--- config.mk ---
export PLATFORM = sky130hd
export DESIGN_NAME = axi_slave_bridge_flat
export DESIGN_NICKNAME = d
export VERILOG_FILES = /design/src/rtl/axi_slave_bridge_pkg.sv /design/src/rtl/axi_slave_bridge_if.sv /design/src/rtl/sync_fifo.sv /design/src/rtl/axi_slave_bridge.sv /design/src/flat_wrapper.sv
export SDC_FILE = /design/constraint.sdc
export NUM_CORES = 1
export LEC_CHECK = 0
export BUFFER_PORTS_ARGS = -buffer_cell sky130_fd_sc_hd__buf_2
export CAP_MARGIN = 20
export CORE_UTILIZATION = 30
export CTS_CLUSTER_SIZE = 20
export DETAILED_ROUTE_END_ITERATION = 6
export SYNTH_ARGS = -nofsm -noshare
export SYNTH_HDL_FRONTEND = slang
export SYNTH_SLANG_ARGS = --single-unit
--- constraint.sdc ---
create_clock -name clk -period 11.39 [get_ports clk]
set_input_delay 0.5695 -clock clk [delete_from_list [all_inputs] [get_ports clk]]
set_output_delay 0.5695 -clock clk [all_outputs]
set_load 0.01 [all_outputs]
--- src/rtl/axi_slave_bridge_pkg.sv ---
// Shared types and constants for the AXI slave to DDR2 native-port bridge.
// State encodings, response codes and the burst-size helper live here.
package axi_slave_bridge_pkg;

    typedef enum logic [2:0] {
        S_IDLE,
        S_WDATA,
        S_WCMD,
        S_WFLUSH,
        S_WRESP,
        S_RCMD,
        S_RDATA
    } state_t;

    localparam logic [1:0] RESP_OKAY   = 2'b00;
    localparam logic [1:0] RESP_SLVERR = 2'b10;

    function automatic logic oversize_len(input logic [7:0] len, input int depth);
        return int'(len) >= depth;
    endfunction

endpackage

--- src/rtl/axi_slave_bridge_if.sv ---
// AXI slave channels plus the native DDR2 core port of the bridge.
// slave: bridge view; master: the AXI master and DDR2 core around it.
interface axi_slave_bridge_if #(
    parameter int ADDR_WIDTH = 27,
    parameter int DATA_WIDTH = 16
);
    logic                  init_end;
    logic                  awvalid;
    logic                  awready;
    logic [ADDR_WIDTH-1:0] awaddr;
    logic [7:0]            awlen;
    logic                  wvalid;
    logic                  wready;
    logic                  wlast;
    logic [DATA_WIDTH-1:0] wdata;
    logic                  bvalid;
    logic                  bready;
    logic [1:0]            bresp;
    logic                  arvalid;
    logic                  arready;
    logic [ADDR_WIDTH-1:0] araddr;
    logic [7:0]            arlen;
    logic                  rvalid;
    logic                  rready;
    logic                  rlast;
    logic [DATA_WIDTH-1:0] rdata;
    logic [1:0]            rresp;
    logic                  cmd_valid;
    logic                  cmd_ready;
    logic                  cmd_wr;
    logic [ADDR_WIDTH-1:0] cmd_addr;
    logic [7:0]            cmd_len;
    logic                  wr_data_req;
    logic [DATA_WIDTH-1:0] wr_data;
    logic                  rd_data_valid;
    logic [DATA_WIDTH-1:0] rd_data;
    logic                  overflow;

    modport slave (
        input  init_end,
        input  awvalid, awaddr, awlen, output awready,
        input  wvalid, wlast, wdata, output wready,
        input  bready, output bvalid, bresp,
        input  arvalid, araddr, arlen, output arready,
        input  rready, output rvalid, rlast, rdata, rresp,
        input  cmd_ready, output cmd_valid, cmd_wr, cmd_addr, cmd_len,
        input  wr_data_req, output wr_data,
        input  rd_data_valid, rd_data,
        output overflow
    );

    modport master (
        output init_end,
        output awvalid, awaddr, awlen, input awready,
        output wvalid, wlast, wdata, input wready,
        output bready, input bvalid, bresp,
        output arvalid, araddr, arlen, input arready,
        output rready, input rvalid, rlast, rdata, rresp,
        output cmd_ready, input cmd_valid, cmd_wr, cmd_addr, cmd_len,
        output wr_data_req, input wr_data,
        output rd_data_valid, rd_data,
        input  overflow
    );

endinterface

--- src/rtl/sync_fifo.sv ---
// Show-ahead synchronous FIFO: dout is the head entry whenever !empty.
// flush empties it and wins over a push/pop in the same cycle.
module sync_fifo #(
    parameter int WIDTH = 16,
    parameter int DEPTH = 16
) (
    input  logic             clk,
    input  logic             rst,
    input  logic             flush,
    input  logic             push,
    input  logic [WIDTH-1:0] din,
    input  logic             pop,
    output logic [WIDTH-1:0] dout,
    output logic             full,
    output logic             empty
);
    localparam int AW = $clog2(DEPTH);

    logic [WIDTH-1:0] mem [DEPTH];
    logic [AW:0]      wp;
    logic [AW:0]      rp;
    logic             do_push;
    logic             do_pop;

    assign full    = (wp[AW] != rp[AW]) && (wp[AW-1:0] == rp[AW-1:0]);
    assign empty   = (wp == rp);
    assign do_push = push && !full;
    assign do_pop  = pop && !empty;
    assign dout    = mem[rp[AW-1:0]];

    always_ff @(posedge clk) begin
        if (do_push && !flush)
            mem[wp[AW-1:0]] <= din;
    end

    always_ff @(posedge clk or posedge rst) begin
        if (rst) begin
            wp <= '0;
            rp <= '0;
        end else if (flush) begin
            wp <= '0;
            rp <= '0;
        end else begin
            if (do_push)
                wp <= wp + (AW+1)'(1);
            if (do_pop)
                rp <= rp + (AW+1)'(1);
        end
    end

endmodule

--- src/rtl/axi_slave_bridge.sv ---
// AXI slave to DDR2 native-port bridge: one transaction at a time, write
// beats staged in a FIFO before the command, read beats buffered after it.
module axi_slave_bridge
    import axi_slave_bridge_pkg::*;
#(
    parameter int ADDR_WIDTH = 27,
    parameter int DATA_WIDTH = 16,
    parameter int FIFO_DEPTH = 16
) (
    input logic               clk,
    input logic               rst,
    axi_slave_bridge_if.slave bus
);
    state_t                state;
    logic                  prefer_wr;
    logic                  oversize;
    logic                  err;
    logic                  overflow;
    logic [ADDR_WIDTH-1:0] addr;
    logic [7:0]            len;
    logic [8:0]            beat;
    logic [7:0]            cnt;
    logic                  cmd_valid;
    logic                  cmd_wr;
    logic [ADDR_WIDTH-1:0] cmd_addr;
    logic [7:0]            cmd_len;
    logic                  bvalid;
    logic [1:0]            bresp;

    logic                  acc_w;
    logic                  acc_r;
    logic                  w_discard;
    logic                  w_hs;
    logic                  w_bad;
    logic                  w_fail;
    logic                  r_hs;
    logic                  wf_push;
    logic                  wf_pop;
    logic                  wf_flush;
    logic                  wf_full;
    logic                  wf_empty;
    logic [DATA_WIDTH-1:0] wf_head;
    logic                  rf_push;
    logic                  rf_pop;
    logic                  rf_flush;
    logic                  rf_full;
    logic                  rf_empty;
    logic [DATA_WIDTH-1:0] rf_head;

    assign acc_w = (state == S_IDLE) && !rst && bus.init_end && bus.awvalid
                   && (!bus.arvalid || prefer_wr);
    assign acc_r = (state == S_IDLE) && !rst && bus.init_end && bus.arvalid
                   && !acc_w;

    // Beats past awlen (and all beats of an oversize burst) are swallowed.
    assign w_discard = oversize || (beat > {1'b0, len});
    assign w_hs      = bus.wvalid && bus.wready;
    assign w_bad     = bus.wlast ? (beat != {1'b0, len}) : (beat == {1'b0, len});
    assign w_fail    = err || w_bad || oversize;
    assign wf_push   = w_hs && !w_discard;
    assign wf_flush  = w_hs && bus.wlast && w_fail;
    assign wf_pop    = (state == S_WFLUSH) && bus.wr_data_req && !wf_empty;

    assign rf_push  = (state == S_RDATA) && !oversize && bus.rd_data_valid
                      && !rf_full;
    assign r_hs     = bus.rvalid && bus.rready;
    assign rf_pop   = r_hs && !oversize;
    assign rf_flush = r_hs && bus.rlast;

    assign bus.awready   = acc_w;
    assign bus.arready   = acc_r;
    assign bus.wready    = (state == S_WDATA) && bus.init_end
                           && (w_discard || !wf_full);
    assign bus.wr_data   = (state == S_WFLUSH) ? wf_head : '0;
    assign bus.rvalid    = (state == S_RDATA) && (oversize || !rf_empty);
    assign bus.rdata     = ((state == S_RDATA) && !oversize && !rf_empty)
                           ? rf_head : '0;
    assign bus.rresp     = ((state == S_RDATA) && oversize) ? RESP_SLVERR
                                                            : RESP_OKAY;
    assign bus.rlast     = bus.rvalid && (cnt == len);
    assign bus.cmd_valid = cmd_valid;
    assign bus.cmd_wr    = cmd_wr;
    assign bus.cmd_addr  = cmd_addr;
    assign bus.cmd_len   = cmd_len;
    assign bus.bvalid    = bvalid;
    assign bus.bresp     = bresp;
    assign bus.overflow  = overflow;

    sync_fifo #(.WIDTH(DATA_WIDTH), .DEPTH(FIFO_DEPTH)) u_wfifo (
        .clk(clk), .rst(rst), .flush(wf_flush),
        .push(wf_push), .din(bus.wdata), .pop(wf_pop),
        .dout(wf_head), .full(wf_full), .empty(wf_empty)
    );

    sync_fifo #(.WIDTH(DATA_WIDTH), .DEPTH(FIFO_DEPTH)) u_rfifo (
        .clk(clk), .rst(rst), .flush(rf_flush),
        .push(rf_push), .din(bus.rd_data), .pop(rf_pop),
        .dout(rf_head), .full(rf_full), .empty(rf_empty)
    );

    always_ff @(posedge clk or posedge rst) begin
        if (rst) begin
            state     <= S_IDLE;
            prefer_wr <= 1'b1;
            oversize  <= 1'b0;
            err       <= 1'b0;
            overflow  <= 1'b0;
            addr      <= '0;
            len       <= '0;
            beat      <= '0;
            cnt       <= '0;
            cmd_valid <= 1'b0;
            cmd_wr    <= 1'b0;
            cmd_addr  <= '0;
            cmd_len   <= '0;
            bvalid    <= 1'b0;
            bresp     <= RESP_OKAY;
        end else begin
            if (bus.rd_data_valid && !rf_push)
                overflow <= 1'b1;
            unique case (state)
                S_IDLE: begin
                    if (acc_w) begin
                        addr      <= bus.awaddr;
                        len       <= bus.awlen;
                        oversize  <= oversize_len(bus.awlen, FIFO_DEPTH);
                        err       <= 1'b0;
                        beat      <= '0;
                        prefer_wr <= 1'b0;
                        state     <= S_WDATA;
                    end else if (acc_r) begin
                        len       <= bus.arlen;
                        oversize  <= oversize_len(bus.arlen, FIFO_DEPTH);
                        cnt       <= '0;
                        prefer_wr <= 1'b1;
                        if (oversize_len(bus.arlen, FIFO_DEPTH)) begin
                            state <= S_RDATA;
                        end else begin
                            cmd_valid <= 1'b1;
                            cmd_wr    <= 1'b0;
                            cmd_addr  <= bus.araddr;
                            cmd_len   <= bus.arlen;
                            state     <= S_RCMD;
                        end
                    end
                end
                S_WDATA: begin
                    if (w_hs) begin
                        if (beat != 9'h1ff)
                            beat <= beat + 9'd1;
                        if (w_bad)
                            err <= 1'b1;
                        if (bus.wlast && w_fail) begin
                            bvalid <= 1'b1;
                            bresp  <= RESP_SLVERR;
                            state  <= S_WRESP;
                        end else if (bus.wlast) begin
                            cmd_valid <= 1'b1;
                            cmd_wr    <= 1'b1;
                            cmd_addr  <= addr;
                            cmd_len   <= len;
                            state     <= S_WCMD;
                        end
                    end
                end
                S_WCMD: begin
                    if (bus.cmd_ready) begin
                        cmd_valid <= 1'b0;
                        cnt       <= '0;
                        state     <= S_WFLUSH;
                    end
                end
                S_WFLUSH: begin
                    if (wf_pop) begin
                        cnt <= cnt + 8'd1;
                        if (cnt == len) begin
                            bvalid <= 1'b1;
                            bresp  <= RESP_OKAY;
                            state  <= S_WRESP;
                        end
                    end
                end
                S_WRESP: begin
                    if (bus.bready) begin
                        bvalid <= 1'b0;
                        bresp  <= RESP_OKAY;
                        state  <= S_IDLE;
                    end
                end
                S_RCMD: begin
                    if (bus.cmd_ready) begin
                        cmd_valid <= 1'b0;
                        cnt       <= '0;
                        state     <= S_RDATA;
                    end
                end
                S_RDATA: begin
                    if (r_hs) begin
                        cnt <= cnt + 8'd1;
                        if (cnt == len)
                            state <= S_IDLE;
                    end
                end
                default: state <= S_IDLE;
            endcase
        end
    end

endmodule
--- src/flat_wrapper.sv ---
// flat-port wrapper written by rule: the top's interface ports become plain ports
module axi_slave_bridge_flat import axi_slave_bridge_pkg::*;
#(
    parameter int ADDR_WIDTH = 27,
    parameter int DATA_WIDTH = 16,
    parameter int FIFO_DEPTH = 16
)
  (clk, rst, bus_init_end, bus_awvalid, bus_awaddr, bus_awlen, bus_awready, bus_wvalid, bus_wlast, bus_wdata, bus_wready, bus_bready, bus_bvalid, bus_bresp, bus_arvalid, bus_araddr, bus_arlen, bus_arready, bus_rready, bus_rvalid, bus_rlast, bus_rdata, bus_rresp, bus_cmd_ready, bus_cmd_valid, bus_cmd_wr, bus_cmd_addr, bus_cmd_len, bus_wr_data_req, bus_wr_data, bus_rd_data_valid, bus_rd_data, bus_overflow);
  axi_slave_bridge_if #(.ADDR_WIDTH(ADDR_WIDTH), .DATA_WIDTH(DATA_WIDTH)) bus_i ();
  input logic clk;
  input logic rst;
  input wire logic [$bits(bus_i.init_end)-1:0] bus_init_end;
  input wire logic [$bits(bus_i.awvalid)-1:0] bus_awvalid;
  input wire logic [$bits(bus_i.awaddr)-1:0] bus_awaddr;
  input wire logic [$bits(bus_i.awlen)-1:0] bus_awlen;
  output wire logic [$bits(bus_i.awready)-1:0] bus_awready;
  input wire logic [$bits(bus_i.wvalid)-1:0] bus_wvalid;
  input wire logic [$bits(bus_i.wlast)-1:0] bus_wlast;
  input wire logic [$bits(bus_i.wdata)-1:0] bus_wdata;
  output wire logic [$bits(bus_i.wready)-1:0] bus_wready;
  input wire logic [$bits(bus_i.bready)-1:0] bus_bready;
  output wire logic [$bits(bus_i.bvalid)-1:0] bus_bvalid;
  output wire logic [$bits(bus_i.bresp)-1:0] bus_bresp;
  input wire logic [$bits(bus_i.arvalid)-1:0] bus_arvalid;
  input wire logic [$bits(bus_i.araddr)-1:0] bus_araddr;
  input wire logic [$bits(bus_i.arlen)-1:0] bus_arlen;
  output wire logic [$bits(bus_i.arready)-1:0] bus_arready;
  input wire logic [$bits(bus_i.rready)-1:0] bus_rready;
  output wire logic [$bits(bus_i.rvalid)-1:0] bus_rvalid;
  output wire logic [$bits(bus_i.rlast)-1:0] bus_rlast;
  output wire logic [$bits(bus_i.rdata)-1:0] bus_rdata;
  output wire logic [$bits(bus_i.rresp)-1:0] bus_rresp;
  input wire logic [$bits(bus_i.cmd_ready)-1:0] bus_cmd_ready;
  output wire logic [$bits(bus_i.cmd_valid)-1:0] bus_cmd_valid;
  output wire logic [$bits(bus_i.cmd_wr)-1:0] bus_cmd_wr;
  output wire logic [$bits(bus_i.cmd_addr)-1:0] bus_cmd_addr;
  output wire logic [$bits(bus_i.cmd_len)-1:0] bus_cmd_len;
  input wire logic [$bits(bus_i.wr_data_req)-1:0] bus_wr_data_req;
  output wire logic [$bits(bus_i.wr_data)-1:0] bus_wr_data;
  input wire logic [$bits(bus_i.rd_data_valid)-1:0] bus_rd_data_valid;
  input wire logic [$bits(bus_i.rd_data)-1:0] bus_rd_data;
  output wire logic [$bits(bus_i.overflow)-1:0] bus_overflow;
  assign bus_i.init_end = bus_init_end;
  assign bus_i.awvalid = bus_awvalid;
  assign bus_i.awaddr = bus_awaddr;
  assign bus_i.awlen = bus_awlen;
  assign bus_awready = bus_i.awready;
  assign bus_i.wvalid = bus_wvalid;
  assign bus_i.wlast = bus_wlast;
  assign bus_i.wdata = bus_wdata;
  assign bus_wready = bus_i.wready;
  assign bus_i.bready = bus_bready;
  assign bus_bvalid = bus_i.bvalid;
  assign bus_bresp = bus_i.bresp;
  assign bus_i.arvalid = bus_arvalid;
  assign bus_i.araddr = bus_araddr;
  assign bus_i.arlen = bus_arlen;
  assign bus_arready = bus_i.arready;
  assign bus_i.rready = bus_rready;
  assign bus_rvalid = bus_i.rvalid;
  assign bus_rlast = bus_i.rlast;
  assign bus_rdata = bus_i.rdata;
  assign bus_rresp = bus_i.rresp;
  assign bus_i.cmd_ready = bus_cmd_ready;
  assign bus_cmd_valid = bus_i.cmd_valid;
  assign bus_cmd_wr = bus_i.cmd_wr;
  assign bus_cmd_addr = bus_i.cmd_addr;
  assign bus_cmd_len = bus_i.cmd_len;
  assign bus_i.wr_data_req = bus_wr_data_req;
  assign bus_wr_data = bus_i.wr_data;
  assign bus_i.rd_data_valid = bus_rd_data_valid;
  assign bus_i.rd_data = bus_rd_data;
  assign bus_overflow = bus_i.overflow;
  axi_slave_bridge #(.ADDR_WIDTH(ADDR_WIDTH), .DATA_WIDTH(DATA_WIDTH), .FIFO_DEPTH(FIFO_DEPTH)) u_core (.clk(clk), .rst(rst), .bus(bus_i));
endmodule
==> impl_metrics.yaml <==
logic_synthesis:
  synth_cells: 1452
  ys_async_sr_fraction: 0.1873
  yosys.area.top_type: "edfxtp_1"
  synthTopCellsByArea: "edfxtp_1 (59%), mux4_2 (14%), dfrtp_1 (11%), nand2_1 (1.9%), a22o_1 (1.0%)"
  yosys.cell_types.count: 75
  netlist_area_mm2: 0.02592
  synth_flop_cell: "edfxtp_1"
  avgSynthCellArea_um2: 17.85
  yosysSeqAreaShare: 0.7071
  synth_warnings: 0
  synth_top_area_frac: 0.5931
  ys_ff_latch: 630
  synth_edf_count: 512
power:
  swShare: 0.2898
  power_frac_seq: 0.431
  power_frac_comb: 0.223
  p_switching_mw: 1.874
  p_int_mw: 4.593
  p_leak_nw: 11.20
  clkPwrFrac: 0.347
  peakVddDrop_v: 0.0001376
  total_power_mw: 6.467
  p_per_area_mw_per_mm2: 210.9
detailed_routing:
  drt_wl_total_mm: 63.68
  drt-initial-drc-count: 1206
  vias: 14100
  wire_per_inst_um: 22.23
  ant_nets: 0
  drc: 0
  vias_per_cell: 4.922
  first_pass_iters: 5
clock_network:
  htree_levels: 3
  root_buffer: "clkbuf_16"
  cts_hold_buffers: 0
  cts_buffers: 70
  numClockSinks: 630
  cts.repair.resized: 0
  cts_setup_buffers: 0
  clk_path_buf_depth: 3
  insertion_delay_ns: 0.62
  cts_tree: "yes"
  path_clk_slew_ns: 0.06
layout:
  drive_above_1_share: 0.3091
  fin_util: 0.3590
  layout_common_cells: "edfxtp_1 (512), buf_2 (191), mux4_2 (160)"
  finalNetCount: 1805
  area_growth_pct: 18.30
  mostFrequentLayoutCell: "edfxtp_1"
  fin_cells: 2864
  fin_area_mm2: 0.03066
timing:
  clock_skew_ns: 0.05908
  drv_slew: 0
  layout_min_cycle_time_ns: 4.227
  tightest_slew_ns: 1.114
  slew_headroom: 0.2574
  setup-violations-final: 0
  timing.final.crit_share: 0.3711
  rsz0062_at_grt: "false"
  fmax_mhz: 236.6
  fin_setup_tns_ns: 0
  hold_viol_final: 0
floorplan:
  start_util: 0.3035
  die_area_mm2: 0.08758
  core_area_mm2: 0.08541
  ios: 194
  die_h_um: 295.9
  rows: 107
  die_x_um: 295.9
placed_design:
  placed_area_mm2: 0.02834
  hpwl_mm: 40.62
  dp_cells: 2741
  gp_congestion: 0.8164
  numPortBuffers: 191
setup_path:
  worstSetupEndpointType: "primary output"
  arrival_ns: 3.66
  rr_endpoint: "u_core.u_rfifo.mem[13][3]$_DFFE_PP_"
  required_ns: 10.82
  cp_max_fo: 40
  crit_type: "register to primary output"
  critPathLaunchType: "register"
  r2r.worst_path.cells: 8
  reg2reg_from: "u_core.u_rfifo.rp[1]$_DFFE_PP0P_"
  r2r_slack_ns: 7.16
flow_run:
  drv_cap: 0
global_routing:
  grt_first_pass_wirelength_mm: 94.23
  antenna_found_initial: 5
  grt_pass1_vias: 14460
  grt_usage: 0.1455
  grt_max_degree: 74
  grt-ovfl-total: 0
run_status:
  run_status: "complete, no violations"
worst_hold_path:
  hold_path.class: "input port to async pin"
-- cell families after synthesis --
| family | share of synthesized area |
|---|---|
| adder cells (fa/ha/maj) | 0.01014 |
| flip-flops | 0.7071 |
| XOR/XNOR | 0.01081 |
| AND/OR/NAND/NOR | 0.06164 |
| AO/OA/AOI/OAI | 0.04798 |
| other | 0.0001447 |
| buffers and inverters | 0.01815 |
| multiplexers | 0.1440 |
-- worst max-delay path, cell delays in order (launching register included) --
cell and delay, ns:
dfrtp_4 0.81, buf_4 0.74, mux4_2 0.69, mux4_2 0.49
and2_1 0.17, buf_2 0.13
-- metal layers --
layer  GRT usage  vias up  routed length [µm]  share of wire
li1            -     6179                   -              -
met1      0.1902     7391               26380           0.41
met2      0.2408      419               32090           0.50
met3     0.03178      101                3729          0.059
met4     0.04589        6                1437          0.023
met5           0        -                  36        0.00057
-- power groups by stage --
stage	combinational, mW	clock, mW	sequential, mW
2_1_floorplan	1.06	0	2.74
3_3_place_gp	1.43	0	2.83
3_5_place_dp	1.45	0	2.84
4_1_cts	1.45	2.29	2.79
5_1_grt	1.56	2.37	2.81
6_report	1.44	2.24	2.79
-- cell type report --
| cell class | count | area [µm²] |
|---|---|---|
| fill | 8059 | 54750 |
| antenna | 2 | 5.005 |
| sequential | 630 | 18340 |
| timing repair buffer | 224 | 1224 |
| multi-input combinational | 712 | 7251 |
| clock inverter | 31 | 419.2 |
| inverter | 32 | 122.6 |
| tap | 1144 | 1431 |
| clock buffer | 89 | 1873 |
-- sequential cells by signal, summed over array words and instances, names as in the netlist, 3 cells and up --
name / flops
u_core.bus.cmd_len: 8
u_core.u_wfifo.wp: 5
u_core.u_rfifo.rp: 5
u_core.addr: 27
u_core.len: 8
u_core.u_wfifo.mem: 256
u_core.u_wfifo.rp: 5
u_core.u_rfifo.mem: 256
u_core.cnt: 8
u_core.beat: 9
u_core.bus.cmd_addr: 27
u_core.u_rfifo.wp: 5
u_core.state: 3
-- cell usage after synthesis (3+ instances only) --
library cell and number:
xnor2_1 11, buf_1 14, edfxtp_1 512, or3_1 6, inv_1 28, nor4b_1 3
nor3_1 16, mux2i_1 13, a21oi_1 16, o2111ai_1 5, clkbuf_1 31, and3_1 19
nand3_1 16, and2_1 40, nand2_1 128, ha_1 21, o31ai_1 3, xor2_1 21
nor2_1 40, mux4_2 160, buf_2 31, o211ai_1 4, nor2b_1 6, nor3b_1 5
nor4_1 8, nand2b_1 3, a22o_1 31, nand4_1 5, o21ai_1 23, dfrtp_1 117
o41ai_2 5, o21ai_0 21, a21o_1 34, nor4_2 3
-- stage by stage --
| step | hold slack, ns | setup WS, ns |
|---|---|---|
| 6_report | 0.05401 | 7.163 |
| 5_1_grt | 0.1017 | 6.850 |
| 4_1_cts | 0.05324 | 6.968 |
| 3_3_place_gp | 0.4544 | 7.110 |
| 3_5_place_dp | 0.4599 | 7.138 |
| 2_1_floorplan | 0.4466 | 7.511 |
-- worst max-delay path by stage --
stage | endpoint | startpoint | slack [ns] | depth (start not counted)
finish | bus_wr_data[9] | u_core.u_wfifo.rp[0]$_DFFE_PP0P_ | 7.16 | 5
floorplan | u_core.u_rfifo.mem[6][0]$_DFFE_PP_ | u_core.u_rfifo.rp[0]$_DFFE_PP0P_ | 7.51 | 8
global placement | u_core.u_rfifo.mem[14][4]$_DFFE_PP_ | u_core.u_rfifo.rp[1]$_DFFE_PP0P_ | 7.11 | 8
global route | u_core.u_rfifo.mem[14][15]$_DFFE_PP_ | u_core.u_rfifo.rp[1]$_DFFE_PP0P_ | 6.85 | 8
detailed placement | u_core.u_rfifo.mem[13][3]$_DFFE_PP_ | u_core.u_rfifo.rp[1]$_DFFE_PP0P_ | 7.14 | 8
CTS | bus_rdata[3] | u_core.u_rfifo.rp[0]$_DFFE_PP0P_ | 6.97 | 5
(Power assumes the default switching activity.)
